==> src/rtl/sweep_pkg.sv <==
// Shared types for the frequency sweep generator: FSM state enum, sweep mode
// enum and mode encodings, plus a helper that folds triangle modes onto their
// non-triangle equivalents when FREQ_SWEEP_TRIANGLE_EN is not defined.
package sweep_pkg;

  // Mode encodings as presented on the mode input
  localparam logic [1:0] MODE_ENC_SINGLE_UP   = 2'd0;
  localparam logic [1:0] MODE_ENC_SAWTOOTH    = 2'd1;
  localparam logic [1:0] MODE_ENC_TRI_REPEAT  = 2'd2;
  localparam logic [1:0] MODE_ENC_TRI_SINGLE  = 2'd3;

  typedef enum logic [1:0] {
    MODE_SINGLE_UP  = MODE_ENC_SINGLE_UP,
    MODE_SAWTOOTH   = MODE_ENC_SAWTOOTH,
    MODE_TRI_REPEAT = MODE_ENC_TRI_REPEAT,
    MODE_TRI_SINGLE = MODE_ENC_TRI_SINGLE
  } mode_e;

  typedef enum logic [1:0] {
    ST_IDLE = 2'd0,
    ST_UP   = 2'd1,
`ifdef FREQ_SWEEP_TRIANGLE_EN
    ST_DOWN = 2'd2,
`endif
    ST_DONE = 2'd3
  } state_e;

  // Without triangle support, repeat-triangle acts as sawtooth and
  // single-triangle acts as a single up sweep.
  function automatic mode_e effective_mode(input logic [1:0] m);
`ifdef FREQ_SWEEP_TRIANGLE_EN
    return mode_e'(m);
`else
    case (m)
      MODE_ENC_TRI_REPEAT: return MODE_SAWTOOTH;
      MODE_ENC_TRI_SINGLE: return MODE_SINGLE_UP;
      default:             return mode_e'(m);
    endcase
`endif
  endfunction

endpackage

==> src/rtl/dwell_timer.sv <==
// Dwell counter: counts 0..dwell while enabled, flags the terminal count and
// wraps back to zero on the cycle after it. clear forces the count to zero.
module dwell_timer #(
  parameter int CW = 24
) (
  input  logic          clk,
  input  logic          rst,
  input  logic          clear,
  input  logic          en,
  input  logic [CW-1:0] dwell,
  output logic          tc
);

  logic [CW-1:0] count_reg;

  assign tc = (count_reg == dwell);

  // Count up while enabled; restart at zero after the terminal count
  always_ff @(posedge clk) begin
    if (rst || clear) begin
      count_reg <= '0;
    end else if (en) begin
      count_reg <= tc ? '0 : count_reg + 1'b1;
    end
  end

endmodule

==> src/rtl/freq_sweep.sv <==
// Frequency sweep generator driving a DDS frequency control word.
// Sweeps f_start..f_stop in f_step increments, holding each word for dwell+1
// cycles, in single-up, sawtooth or (with FREQ_SWEEP_TRIANGLE_EN defined)
// triangle repeat / triangle single modes. Sweep parameters are captured
// when a start is accepted in IDLE; stop aborts back to IDLE at any time.
module freq_sweep
  import sweep_pkg::*;
#(
  parameter int PW = 32,
  parameter int CW = 24
) (
  input  logic          clk,
  input  logic          rst,
  input  logic          start,
  input  logic          stop,
  input  logic [1:0]    mode,
  input  logic [PW-1:0] f_start,
  input  logic [PW-1:0] f_stop,
  input  logic [PW-1:0] f_step,
  input  logic [CW-1:0] dwell,
  output logic [PW-1:0] freq,
  output logic          dds_en,
  output logic          busy,
  output logic          done
);

  state_e        state_reg, state_next;
  mode_e         mode_reg;
  logic [PW-1:0] f_start_reg, f_stop_reg, f_step_reg;
  logic [CW-1:0] dwell_reg;
  logic [PW-1:0] freq_reg, freq_next;
  logic          busy_reg, busy_next;
  logic          done_reg, done_next;
  logic          accept;
  logic          timer_clear, timer_en, tc;
  logic          degenerate;
  logic [PW:0]   up_sum;
  logic [PW-1:0] up_next;

  // A start is only taken from IDLE, and stop always wins over it
  assign accept = (state_reg == ST_IDLE) && start && !stop;

  // Empty or zero-step ranges just hold f_start for one dwell period
  assign degenerate = (f_start_reg >= f_stop_reg) || (f_step_reg == '0);

  // Upward step computed one bit wider so a sum past the top cannot wrap
  assign up_sum  = {1'b0, freq_reg} + {1'b0, f_step_reg};
  assign up_next = (up_sum >= {1'b0, f_stop_reg}) ? f_stop_reg : up_sum[PW-1:0];

`ifdef FREQ_SWEEP_TRIANGLE_EN
  logic [PW:0]   down_diff;
  logic [PW-1:0] down_next;

  // Downward step; the borrow bit catches underflow before the clamp test
  assign down_diff = {1'b0, freq_reg} - {1'b0, f_step_reg};
  assign down_next = (down_diff[PW] || (down_diff[PW-1:0] <= f_start_reg)) ?
                     f_start_reg : down_diff[PW-1:0];
`endif

  dwell_timer #(
    .CW(CW)
  ) u_dwell (
    .clk   (clk),
    .rst   (rst),
    .clear (timer_clear),
    .en    (timer_en),
    .dwell (dwell_reg),
    .tc    (tc)
  );

  // Capture the sweep parameters on an accepted start
  always_ff @(posedge clk) begin
    if (rst) begin
      mode_reg    <= MODE_SINGLE_UP;
      f_start_reg <= '0;
      f_stop_reg  <= '0;
      f_step_reg  <= '0;
      dwell_reg   <= '0;
    end else if (accept) begin
      mode_reg    <= effective_mode(mode);
      f_start_reg <= f_start;
      f_stop_reg  <= f_stop;
      f_step_reg  <= f_step;
      dwell_reg   <= dwell;
    end
  end

  // State and registered outputs
  always_ff @(posedge clk) begin
    if (rst) begin
      state_reg <= ST_IDLE;
      freq_reg  <= '0;
      busy_reg  <= 1'b0;
      done_reg  <= 1'b0;
    end else begin
      state_reg <= state_next;
      freq_reg  <= freq_next;
      busy_reg  <= busy_next;
      done_reg  <= done_next;
    end
  end

  // Next-state, next frequency word and dwell timer control
  always_comb begin
    state_next  = state_reg;
    freq_next   = freq_reg;
    timer_clear = 1'b0;
    timer_en    = 1'b0;
    busy_next   = 1'b0;
    done_next   = 1'b0;

    case (state_reg)
      ST_IDLE: begin
        if (accept) begin
          state_next  = ST_UP;
          freq_next   = f_start;
          timer_clear = 1'b1;
        end
      end

      ST_UP: begin
        if (stop) begin
          state_next  = ST_IDLE;
          timer_clear = 1'b1;
        end else begin
          timer_en = 1'b1;
          if (tc) begin
            if (degenerate) begin
              state_next = ST_DONE;
            end else if (freq_reg != f_stop_reg) begin
              freq_next = up_next;
            end else begin
              // f_stop has been held a full dwell: the up segment is over
              case (mode_reg)
                MODE_SAWTOOTH: freq_next = f_start_reg;
`ifdef FREQ_SWEEP_TRIANGLE_EN
                MODE_TRI_REPEAT, MODE_TRI_SINGLE: begin
                  state_next = ST_DOWN;
                  freq_next  = down_next;
                end
`endif
                default: state_next = ST_DONE;
              endcase
            end
          end
        end
      end

`ifdef FREQ_SWEEP_TRIANGLE_EN
      ST_DOWN: begin
        if (stop) begin
          state_next  = ST_IDLE;
          timer_clear = 1'b1;
        end else begin
          timer_en = 1'b1;
          if (tc) begin
            if (freq_reg != f_start_reg) begin
              freq_next = down_next;
            end else if (mode_reg == MODE_TRI_REPEAT) begin
              state_next = ST_UP;
              freq_next  = up_next;
            end else begin
              state_next = ST_DONE;
            end
          end
        end
      end
`endif

      ST_DONE: begin
        state_next = ST_IDLE;
      end

      default: begin
        state_next = ST_IDLE;
      end
    endcase

`ifdef FREQ_SWEEP_TRIANGLE_EN
    busy_next = (state_next == ST_UP) || (state_next == ST_DOWN);
`else
    busy_next = (state_next == ST_UP);
`endif
    done_next = (state_next == ST_DONE);
  end

  assign freq   = freq_reg;
  assign busy   = busy_reg;
  assign dds_en = busy_reg;
  assign done   = done_reg;

endmodule

==> config.mk <==
export PLATFORM = sky130hd
export DESIGN_NAME = freq_sweep
export DESIGN_NICKNAME = d
export VERILOG_FILES = /design/src/rtl/sweep_pkg.sv /design/src/rtl/dwell_timer.sv /design/src/rtl/freq_sweep.sv
export SDC_FILE = /design/constraint.sdc
export NUM_CORES = 1
export LEC_CHECK = 0
export CORE_ASPECT_RATIO = 0.5
export CORE_MARGIN = 8
export CORE_UTILIZATION = 30
export CTS_BUF_LIST = sky130_fd_sc_hd__clkbuf_4 sky130_fd_sc_hd__clkbuf_8 sky130_fd_sc_hd__clkbuf_16
export CTS_CLUSTER_SIZE = 28
export DETAILED_ROUTE_END_ITERATION = 7
export GPL_TIMING_DRIVEN = 0
export SLEW_MARGIN = 0
export SYNTH_ARGS = -nofsm -noshare
export SYNTH_HDL_FRONTEND = slang
export SYNTH_HIERARCHICAL = 1
export SYNTH_SLANG_ARGS = --single-unit
==> constraint.sdc <==
create_clock -name clk -period 14.8 [get_ports clk]
set_input_delay 3.7 -clock clk [delete_from_list [all_inputs] [get_ports clk]]
set_output_delay 3.7 -clock clk [all_outputs]
set_load 0.02 [all_outputs]
=== After elaboration in Yosys (flattened, before gate mapping) ===
Cells that the tools add are included.

* Bits in registers: 182
* Input bits: 126
* Output and inout port bits: 35
* Word-level logic and storage cells: 58

* Add/subtract/negate cells: 2
* Magnitude comparators: 2
* Equal/unequal tests: 13
* Mux-type cells: 22
* Reductions and logical operators: 9

{| class="wikitable"
|+ Operator list
! cell !! count
|-
| $mux 32 || 7
|-
| $pmux 32 s2 || 1
|-
| $add 32x32->33 || 1
|-
| $ge 33x32->1 || 1
|-
| $ge 32x32->1 || 1
|-
| $logic_not 32->1 || 1
|-
| $ne 32x32->1 || 1
|-
| $add 24x1->24 const B || 1
|-
| $eq 24x24->1 || 1
|-
| $mux 24 || 1
|-
| $mux 2 || 6
|-
| $pmux 2 s2 || 2
|-
| $eq 2x1->1 const B || 3
|-
| $eq 2x2->1 const B || 3
|-
| $ne 2x2->1 const B || 3
|-
| $reduce_and 6->1 || 1
|-
| $mux 1 || 4
|-
| $ne 3x3->1 const B || 1
|-
| $logic_and 1x1->1 || 2
|-
| $logic_not 2->1 || 1
|-
| $logic_or 1x1->1 || 2
|-
| $ne 2x1->1 const B || 1
|-
| $pmux 1 s2 || 1
|-
| $reduce_bool 2->1 || 1
|-
| $logic_not 1->1 || 1
|}

=== Longest topological paths before layout ===
Gate-level depths: netlist of run 1.

* Depth after elaboration: 8
* Gate-level depth with buffers: 20
* Depth with buffers taken out: 19

=== Modules after synthesis ===
Netlist of run 1, hierarchy kept.

{| class="wikitable"
|+ Modules (own cells, without submodules)
! module !! instances !! cells each !! area each (sq um) !! sequential area each (sq um)
|-
| freq_sweep || 1 || 1237 || 9780.6 || 3163.0
|-
| dwell_timer || 1 || 158 || 1346.3 || 480.5
|}

=== Worst setup path before layout of run 1 ===
Ideal clock, no wire load.

* Path type: input -> register
* Start: in stop
* End: reg freq_reg[9] (netlist: freq[9])
* Library setup time: 0.136 ns
* Data arrival time: 5.416 ns
* Required time: 14.664 ns
* Setup slack: 9.248 ns
* Stages on the path: 8
* Buffers on the path: 1
* Path through: nor2_1 > nand2_1 > a2111oi_0 > o21ai_1 > and2_1 > clkbuf_1 > a21boi_0 > o32ai_2

* Word-level cells in the longest chain between the ends: 4
* Elaborated cells between the ends (all ways): 5
* Those cells by class: eq/ne (2); reduce/logical (3)

{| class="wikitable"
|+ Ends and longest elaborated chain
! what !! RTL line !! RTL
|-
| from (decl) || freq_sweep.sv:15 || <nowiki>input logic stop,</nowiki>
|-
| $logic_not 1->1 || freq_sweep.sv:41 || <nowiki>assign accept = (state_reg == ST_IDLE) && start && !stop;</nowiki>
|-
| $logic_and 1x1->1 || freq_sweep.sv:41 ||
|-
| $ne 2x2->1 (no source line) || n/a ||
|-
| $reduce_and 6->1 (no source line) * || n/a ||
|-
| to (signal assigned) || freq_sweep.sv:97 || <nowiki>freq_reg <= freq_next;</nowiki>
|-
| to (decl) || freq_sweep.sv:31 || <nowiki>logic [PW-1:0] freq_reg, freq_next;</nowiki>
|}

Every way passes the cells marked *; elsewhere a longest branch is shown, timed or not.
A chain may end at the register's enable or synchronous reset.

==> results of run 1 <==
-- cell families after synthesis --
group	synth area share [%]
buffers and inverters	4.42
DFF	32.7
xor gates and xnor gates	8.34
adders and majority gates	11.3
AOI/OAI and AO/OA	20.1
muxes	3.81
and+or+nand+nor	19.3
-- cell type report --
| class | instances | area (µm²) |
|---|---|---|
| clock buffer | 17 | 425 |
| buffer | 66 | 290 |
| inverter | 53 | 201 |
| clock inverter | 15 | 181 |
| antenna | 1 | 2.50 |
| timing repair buffer | 160 | 1600 |
| tap | 494 | 618 |
| fill | 3832 | 23000 |
| multi-input combinational | 1094 | 6990 |
| sequential | 182 | 3640 |
-- stage by stage --
| step | instance area, µm² | hold WS [ns] | power, mW |
|---|---|---|---|
| detailed placement | 13300 | 0.452 | 0.905 |
| global placement | 13300 | 0.446 | 0.903 |
| floorplan | 11100 | 0.427 | 0.752 |
| CTS | 14000 | 0.463 | 1.39 |
| finish | 14000 | 0.452 | 1.39 |
| global route | 14000 | 0.492 | 1.45 |
-- critical path: cells and delay by family --
family | cells | cell delay (ns)
AOI/OAI and AO/OA | 1 | 0.10
and+or+nand+nor | 2 | 1.05
buffers and inverters | 4 | 2.38
-- metal layers --
metal / vias to the layer above / GRT usage, %
met2: 480 / 26.6
met3: 36 / 5.61
met1: 5343 / 33.4
met4: 0 / 4.08
met5: - / 0
li1: 5266 / -
-- placed cells by master, fill, tap and decap left out, drive strengths merged, types with 5 or more instances in the layout --
cell           instances
a221oi                 5
and2                   8
nor4                  25
inv                   61
a21o                  30
a2111oi                6
xnor2                 32
nor3                  16
ha                    99
nor2                  78
dfxtp                182
or2                    9
o211ai                 5
nand4                 27
nand3                 25
o31ai                  6
clkbuf                68
clkinv                 6
mux2                  16
o22ai                 15
a31oi                  5
o21ai                 24
a211o                  5
a21oi                183
o32ai                  5
xor2                  74
clkdlybuf4s50        160
mux2i                 24
a21boi                21
buf                   15
nand2                286
a211oi                20
-- power by group --
part	internal [mW]	leakage, nW	switching (mW)
registers	0.511	1.48	0.0292
clock network	0.243	0.299	0.242
logic	0.149	4.03	0.215
-- path summary, 6_finish.rpt --
check	startpoint	to	slack, ns	cells after the start
max	rst	freq[24]$_SDFFE_PP0P_	7.90	7
min	mode_reg[1]$_SDFFE_PP0P_	mode_reg[1]$_SDFFE_PP0P_	0.45	2
max reg2reg	freq[3]$_SDFFE_PP0P_	freq[15]$_SDFFE_PP0P_	8.39	19
min reg2reg	mode_reg[1]$_SDFFE_PP0P_	mode_reg[1]$_SDFFE_PP0P_	0.45	2
==> impl_metrics.py, run 1 <==
metrics = {
    "finish": {
        "finalNonFillerCells": 2082,
        "area_delta_synth_final_pct": 25.4,
        "nets": 1800,
        "utilization_pct": 37.7,
        "drive_gt1_share_pct": 4.54,
    },
    "floorplanning": {
        "die_x_um": 288,
        "core_um2": 37000,
        "ios": 161,
        "die_h_um": 152,
        "row_count": 50,
        "initial_core_util_pct": 30.1,
        "dieArea_um2": 43900,
    },
    "yosys": {
        "synth_edf_count": 0,
        "netlist_top_cells_area": "dfxtp_1 33%, ha_1 11%, nand2_1 9.6%",
        "netlist_area_um2": 11100,
        "synth.top_cell.area_share_pct": 32.7,
        "synth_flop_cell": "dfxtp_1",
        "synth_top_cells_by_count": "286 x nand2_1, 183 x a21oi_1, 182 x dfxtp_1",
        "syn_area_per_cell_um2": 7.98,
        "yosysMostFrequentCell": "nand2_1",
        "yosysTopAreaCell": "dfxtp_1",
        "ys_warn_count": 6,
        "synth_cells": 1395,
        "ys_seq_area_share_pct": 32.7,
        "synth_nets": 1621,
        "synth-async-reset-ratio_pct": 0,
        "ys_seq_elements": 182,
        "synth_cell_type_count": 70,
    },
    "detailed_routing": {
        "drtPass1Iterations": 5,
        "vias": 11125,
        "routedWlPerCell_um": 22.5,
        "drc": 0,
        "wl_met1_mm": 24.5,
        "route.met3.wl_mm": 4.49,
        "routed_wl_mm": 46.8,
        "antenna_left": 0,
        "top_layer": "met4",
        "wl_met2_mm": 17.2,
        "drt_iter0_markers": 1157,
        "vias_per_cell": 5.34,
    },
    "sta": {
        "rsz0062_at_grt": "false",
        "min_period_over_period_pct": 46.6,
        "tightestPinTransition_ns": 1.23,
        "slew_headroom_pct": 17.8,
        "finClkSkew_ns": 0.0217,
        "fin_setup_tns_ns": 0,
        "period_minus_slack_ns": 6.90,
        "clock.fmax_ghz": 0.145,
        "hold_violations": 0,
        "worst_slack_ns": 7.90,
        "final_max_slew_viol_count": 0,
        "setup_viol_count_final": 0,
    },
    "setup_path": {
        "crit_slowest_cell": "clkbuf_1",
        "end_kind": "flop",
        "cp_max_fo": 10,
        "start_kind": "primary input",
        "arrival_ns": 7.26,
        "cp_cell_sequence": "clkdlybuf4s50_1 > clkbuf_1 > inv_1 > nand4_1 > clkbuf_1 > a211oi_1 > or2_1",
        "worstPathRequired_ns": 15.15,
        "criticalPathCategory": "primary input to flop",
        "crit_path_frequent_cell": "clkbuf_1",
        "max_stage_delay_ns": 0.83,
    },
    "pwr": {
        "vdd_drop_max_mv": 0.0697,
        "powerDensity_nw_per_um2": 99.6,
        "p_leak_nw": 5.82,
    },
    "clock_network": {
        "post_cts_buffers": 0,
        "cts_tree": "yes",
        "cts_root_buffer": "clkbuf_16",
        "cts_buffer_depth": 2,
        "cts-resized-gates": 0,
        "numCtsBuffers": 17,
        "cts_sinks": 182,
        "cts_max_level": 4,
        "path_clk_slew_ns": 0.07,
        "postCtsHoldBufs": 0,
        "insertion_delay_ns": 0.48,
    },
    "run": {
        "maxCapViolCount": 0,
    },
    "global_routing": {
        "antenna_found_initial": 1,
        "grt_usage_pct": 20.8,
        "grt_pass1_vias": 10467,
        "grt_pass1_wl_mm": 68.3,
        "overflow": 0,
        "grt_max_degree": 20,
    },
    "placement": {
        "dpl.cell_count": 2049,
        "dp_slack_ns": 7.66,
        "portBuffers": 160,
        "place_congestion": 1.01,
        "dpl.hpwl_mm": 38.0,
    },
    "run_status": {
        "status": "finished clean",
    },
    "hold_path": {
        "min_path_type": "flop to flop",
    },
}
Note: power is estimated with default switching activity, not from simulation.
==> run 2, diff against run 1 <==
- clock period: 14.8 -> 5.7 ns (I/O delays scaled with it)
==> run 2 against run 1 <==
Net effect: sequential power increased to 2.6 times the previous value; flip-flop and latch count unchanged; register-to-register slack got worse by 8.2 ns; final area increased by 0.50%; cell count about the same; non-clock buffer count increased by 1; clock-buffer cell count unchanged; utilization increased by 0.19 points; global-route usage about the same; sequential share of layout area decreased by 0.12 points; wire length about the same; largest power group unchanged; highest routed layer unchanged.
==> impl_metrics.py, run 2 (synthesis results as in run 1) <==
metrics = {
    "run_status": {
        "status": "finished clean",
    },
    "sta": {
        "final_max_slew_viol_count": 0,
        "min_period_over_period_pct": 97.2,
        "whs_ns": 0.452,
        "tightestPinTransition_ns": 1.25,
        "period_minus_slack_ns": 5.54,
        "setup_viol_count_final": 0,
        "finClkSkew_ns": 0.0201,
        "fin_setup_tns_ns": 0,
        "hold_violations": 0,
        "clock.fmax_ghz": 0.180,
        "rsz0062_at_grt": "false",
        "slew_headroom_pct": 16.5,
    },
    "detailed_routing": {
        "drt_iter0_markers": 1120,
        "routedWlPerCell_um": 22.5,
        "routed_wl_mm": 46.8,
        "vias": 11169,
        "drtPass1Iterations": 6,
        "drc": 0,
        "vias_per_cell": 5.36,
        "antenna_left": 0,
    },
    "setup_path": {
        "r2r_slack_ns": 0.16,
        "arrival_ns": 5.85,
        "critPathBufInv": 1,
        "r2r_start": "freq[12]$_SDFFE_PP0P_",
        "max_stage_delay_ns": 0.61,
        "r2r.worst_path.cells": 18,
        "worstPathRequired_ns": 6.01,
        "crit_family": "compound AO/OA/AOI/OAI gates",
        "crit_end": "freq[15]$_SDFFE_PP0P_",
        "worst_r2r_endpoint": "freq[15]$_SDFFE_PP0P_",
        "crit_cells": 18,
        "timing.critical_path.from": "freq[12]$_SDFFE_PP0P_",
        "cp_max_fo": 10,
        "criticalPathCategory": "flop to flop",
        "end_kind": "flop",
        "start_kind": "flop",
        "crit_slowest_cell": "a221oi_1",
        "cp_cell_sequence": "ha_1 > a21oi_1 > o21ai_0 > a221oi_1 > a21oi_1 > or2_2 > xor2_1 > ha_1 > nand4_1 > nor4_4 > a221oi_1 > o211ai_1 > a31oi_1 > o211ai_4 > buf_6 > mux2_2 > mux2i_1 > o22ai_1",
    },
    "clock_network": {
        "cts_sinks": 182,
        "cts_tree": "yes",
        "cts_max_level": 4,
        "cts_root_buffer": "clkbuf_16",
        "path_clk_slew_ns": 0.08,
        "cts_buffer_depth": 2,
        "numCtsBuffers": 17,
        "insertion_delay_ns": 0.48,
    },
    "pwr": {
        "p_leak_nw": 5.83,
        "vdd_drop_max_mv": 0.182,
        "total_power_mw": 3.61,
        "powerDensity_nw_per_um2": 258,
    },
    "placement": {
        "dpl.hpwl_mm": 38.0,
        "place_congestion": 1.01,
        "portBuffers": 160,
    },
    "run": {
        "maxCapViolCount": 0,
    },
    "global_routing": {
        "grt_pass1_vias": 10486,
        "overflow": 0,
        "grt_usage_pct": 20.9,
        "grt_max_degree": 20,
        "antenna_found_initial": 1,
        "grt_pass1_wl_mm": 68.4,
    },
    "floorplanning": {
        "dieArea_um2": 43900,
        "row_count": 50,
        "ios": 161,
        "die_x_um": 288,
        "core_um2": 37000,
        "initial_core_util_pct": 30.1,
        "die_h_um": 152,
    },
    "finish": {
        "area_delta_synth_final_pct": 26.1,
        "drive_gt1_share_pct": 4.97,
        "nets": 1801,
        "layout_common_cells": "286 x nand2_1, 183 x a21oi_1, 181 x dfxtp_1",
        "layout_commonest_cell": "nand2_1",
        "utilization_pct": 37.9,
    },
    "hold_path": {
        "min_path_type": "flop to flop",
    },
}
-- run 2: changes by cell type in the layout (fill, tap and decap cells not counted), sizes merged --
cell	delta
buf	+1
-- run 2: per-stage QoR --
stage	cell area, µm²	std cells	worst slack [ns]
6_report	14000	2083	0.160
5_1_grt	14000	2082	0.00969
4_1_cts	14000	2081	0.0363
3_5_place_dp	13300	2049	-0.323
3_3_place_gp	13300	2049	-0.241
2_1_floorplan	11100	1395	0.826
-- run 2: layout make-up --
type	instances	area (µm²)
clock buffers	17	425
inverters	53	201
repair buffers	161	1610
fillers	3827	22900
well taps	494	618
clock inverters	15	181
diodes	1	2.50
flip-flops and latches	182	3640
multi-input cells	1094	7050
plain buffers	66	290
-- run 2: worst min path at each step --
| stage | startpoint | endpoint | slack [ns] | cells after the start |
|---|---|---|---|---|
| floorplan | mode_reg[1]$_SDFFE_PP0P_ | mode_reg[1]$_SDFFE_PP0P_ | 0.43 | 2 |
| global placement | f_start_reg[0]$_SDFFE_PP0P_ | f_start_reg[0]$_SDFFE_PP0P_ | 0.45 | 2 |
| detailed placement | mode_reg[1]$_SDFFE_PP0P_ | mode_reg[1]$_SDFFE_PP0P_ | 0.45 | 2 |
| CTS | mode_reg[1]$_SDFFE_PP0P_ | mode_reg[1]$_SDFFE_PP0P_ | 0.46 | 2 |
| global route | dwell_reg[22]$_SDFFE_PP0P_ | dwell_reg[22]$_SDFFE_PP0P_ | 0.49 | 2 |
| finish | mode_reg[1]$_SDFFE_PP0P_ | mode_reg[1]$_SDFFE_PP0P_ | 0.45 | 2 |
-- run 2: power by group --
part	switching [mW]	total, mW	internal [mW]
Clock	0.624	1.26	0.631
Sequential	0.0762	1.40	1.33
Combinational	0.567	0.956	0.389
-- run 2: repair_timing --
action | CTS | global route
gates resized for setup | 4 | 7
setup buffers | 0 | 1
hold buffers | 0 | 0
gates cloned | 0 | 0
pin swaps | 0 | 1
endpoints found under the setup margin | 29 | 31
-- run 2: routing by layer --
| metal | track usage (%) | part of all wire, % |
|---|---|---|
| met4 | 4.12 | 1.3 |
| met5 | 0 | 0 |
| met2 | 26.6 | 37 |
| met3 | 5.61 | 11 |
| met1 | 33.4 | 51 |
-- run 2: tightest hold or removal path, cell delays in order, from the launching register on --
cell and delay [ns]:
dfxtp_1 0.31, nand2_1 0.05, a21oi_1 0.05
==> run 3, diff against run 2 <==
- PLACE_DENSITY: unset -> 0.58
==> run 3 against run 2 <==
Net effect: register-to-register slack is essentially flat; combinational power grew 0.4%; global-route usage grew 0.14 points; clock skew grew 0.0057 ns; sequential power is essentially flat; critical endpoint unchanged; largest cell class unchanged.
==> impl_metrics.py, run 3 (synthesis results as in run 1) <==
metrics = {
    "run_status": {
        "status": "finished clean",
    },
    "global_routing": {
        "antenna_found_initial": 2,
        "grt_pass1_wl_mm": 68.5,
        "grt_max_degree": 19,
        "grt_usage_pct": 21.0,
        "overflow": 0,
        "grt_pass1_vias": 10628,
    },
    "sta": {
        "worst_slack_ns": 0.148,
        "slew_headroom_pct": 14.8,
        "clock.fmax_ghz": 0.180,
        "finClkSkew_ns": 0.0259,
        "period_minus_slack_ns": 5.55,
        "min_period_over_period_pct": 97.4,
        "setup_viol_count_final": 0,
        "tightestPinTransition_ns": 1.28,
        "whs_ns": 0.451,
        "fin_setup_tns_ns": 0,
        "final_max_slew_viol_count": 0,
        "hold_violations": 0,
    },
    "finish": {
        "drive_gt1_share_pct": 5.04,
        "diodes": 0,
        "fillers": 3830,
        "multiInputGateArea_um2": 7050,
        "layout_common_cells": "286 x nand2_1, 183 x a21oi_1, 181 x dfxtp_1",
        "utilization_pct": 37.9,
        "nets": 1800,
        "layout_commonest_cell": "nand2_1",
        "finalNonFillerCells": 2081,
        "final_cell_area_um2": 14000,
        "regArea_um2": 3640,
        "area_delta_synth_final_pct": 25.8,
    },
    "floorplanning": {
        "initial_core_util_pct": 30.1,
        "ios": 161,
        "core_um2": 37000,
        "dieArea_um2": 43900,
        "die_h_um": 152,
        "row_count": 50,
        "die_x_um": 288,
    },
    "clock_network": {
        "cts_max_level": 4,
        "cts_tree": "yes",
        "numCtsBuffers": 17,
        "cts_sinks": 182,
        "insertion_delay_ns": 0.47,
        "path_clk_slew_ns": 0.08,
        "cts_buffer_depth": 2,
        "cts_root_buffer": "clkbuf_16",
        "postCtsHoldBufs": 0,
    },
    "setup_path": {
        "crit_slowest_cell": "nor4_4",
        "r2r_slack_ns": 0.15,
        "end_kind": "flop",
        "worst_r2r_endpoint": "freq[15]$_SDFFE_PP0P_",
        "arrival_ns": 5.86,
        "worstPathRequired_ns": 6.00,
        "r2r_start": "freq[3]$_SDFFE_PP0P_",
        "max_stage_delay_ns": 0.50,
        "start_kind": "flop",
        "crit_path_frequent_cell": "a21oi_1",
        "r2r.worst_path.cells": 19,
        "cp_max_fo": 10,
        "cp_cell_sequence": "ha_1 > a21o_1 > a21oi_1 > a21oi_1 > o311ai_2 > a21oi_1 > or2_2 > xor2_1 > ha_1 > nand4_1 > nor4_4 > a221oi_1 > o211ai_1 > a31oi_2 > o211ai_4 > buf_6 > mux2_2 > mux2i_1 > o22ai_1",
        "criticalPathCategory": "flop to flop",
    },
    "pwr": {
        "p_leak_nw": 5.82,
        "total_power_mw": 3.60,
        "vdd_drop_max_mv": 0.183,
        "powerDensity_nw_per_um2": 257,
    },
    "placement": {
        "place_congestion": 0.991,
        "dpl.cell_count": 2049,
        "dpl.hpwl_mm": 38.0,
        "dp_slack_ns": -0.362,
        "dpl-instance-area_um2": 13300,
        "portBuffers": 160,
    },
    "detailed_routing": {
        "routed_wl_mm": 47.1,
        "antenna_left": 0,
        "vias_per_cell": 5.31,
        "routedWlPerCell_um": 22.6,
        "vias": 11050,
        "drc": 0,
        "drt_iter0_markers": 1378,
        "drtPass1Iterations": 5,
    },
    "hold_path": {
        "min_path_type": "flop to flop",
        "min_from": "mode_reg[1]$_SDFFE_PP0P_",
        "holdPathEnd": "mode_reg[1]$_SDFFE_PP0P_",
        "min_path_cells": 2,
    },
    "run": {
        "maxCapViolCount": 0,
    },
}
==> run 3: cell types whose count changed in the layout (fill, tap and decap cells not counted), sizes merged <==
cell    before  now
buf         16   15
clkbuf      68   69
diode        1    0
inv         61   60
==> run 3: timing repair <==
action / 4_1_cts / 5_1_grt
setup buffers: 0 / 0
endpoints found under the setup margin: 30 / 28
resized for setup: 5 / 7
==> run 3: how the worst max path moves through the flow <==
stage | start | to | cells after the start
finish | freq[3]$_SDFFE_PP0P_ | freq[15]$_SDFFE_PP0P_ | 19
global route | freq[3]$_SDFFE_PP0P_ | freq[1]$_SDFFE_PP0P_ | 19
CTS | freq[0]$_SDFFE_PP0P_ | freq[9]$_SDFFE_PP0P_ | 20
detailed placement | freq[3]$_SDFFE_PP0P_ | freq[6]$_SDFFE_PP0P_ | 19
global placement | freq[3]$_SDFFE_PP0P_ | freq[6]$_SDFFE_PP0P_ | 19
floorplan | freq[0]$_SDFFE_PP0P_ | freq[21]$_SDFFE_PP0P_ | 19
==> run 3: final cells by class <==
type	count	share of cell area [%]
Buffer	66	2.07
Clock buffer	18	3.09
Multi-Input combinational cell	1094	50.4
Inverter	53	1.44
Tap cell	494	4.42
Timing Repair Buffer	160	11.4
Clock inverter	14	1.12
Sequential cell	182	26.0
==> run 3: worst max-delay path, delay by kind of cell, from the launching register on <==
family	cells	cell delay [ns]
DFF	1	0.44
muxes	2	0.51
and+or+nand+nor	3	1.08
adders and majority gates	2	0.65
AOI/OAI and AO/OA	10	2.23
buffers and inverters	1	0.26
xor gates and xnor gates	1	0.21
==> run 3: power by group <==
group	internal (mW)	total, mW	switching, mW
Clock	0.627	1.24	0.612
Combinational	0.389	0.960	0.571
Sequential	1.33	1.40	0.0747
==> run 3: metal layers <==
layer | wire, µm | global-route usage, % | vias up
met5 | 11 | 0 | -
li1 | - | - | 5270
met4 | 799 | 4.80 | 2
met1 | 23800 | 32.5 | 5273
met2 | 17400 | 27.1 | 459
met3 | 5070 | 6.77 | 46
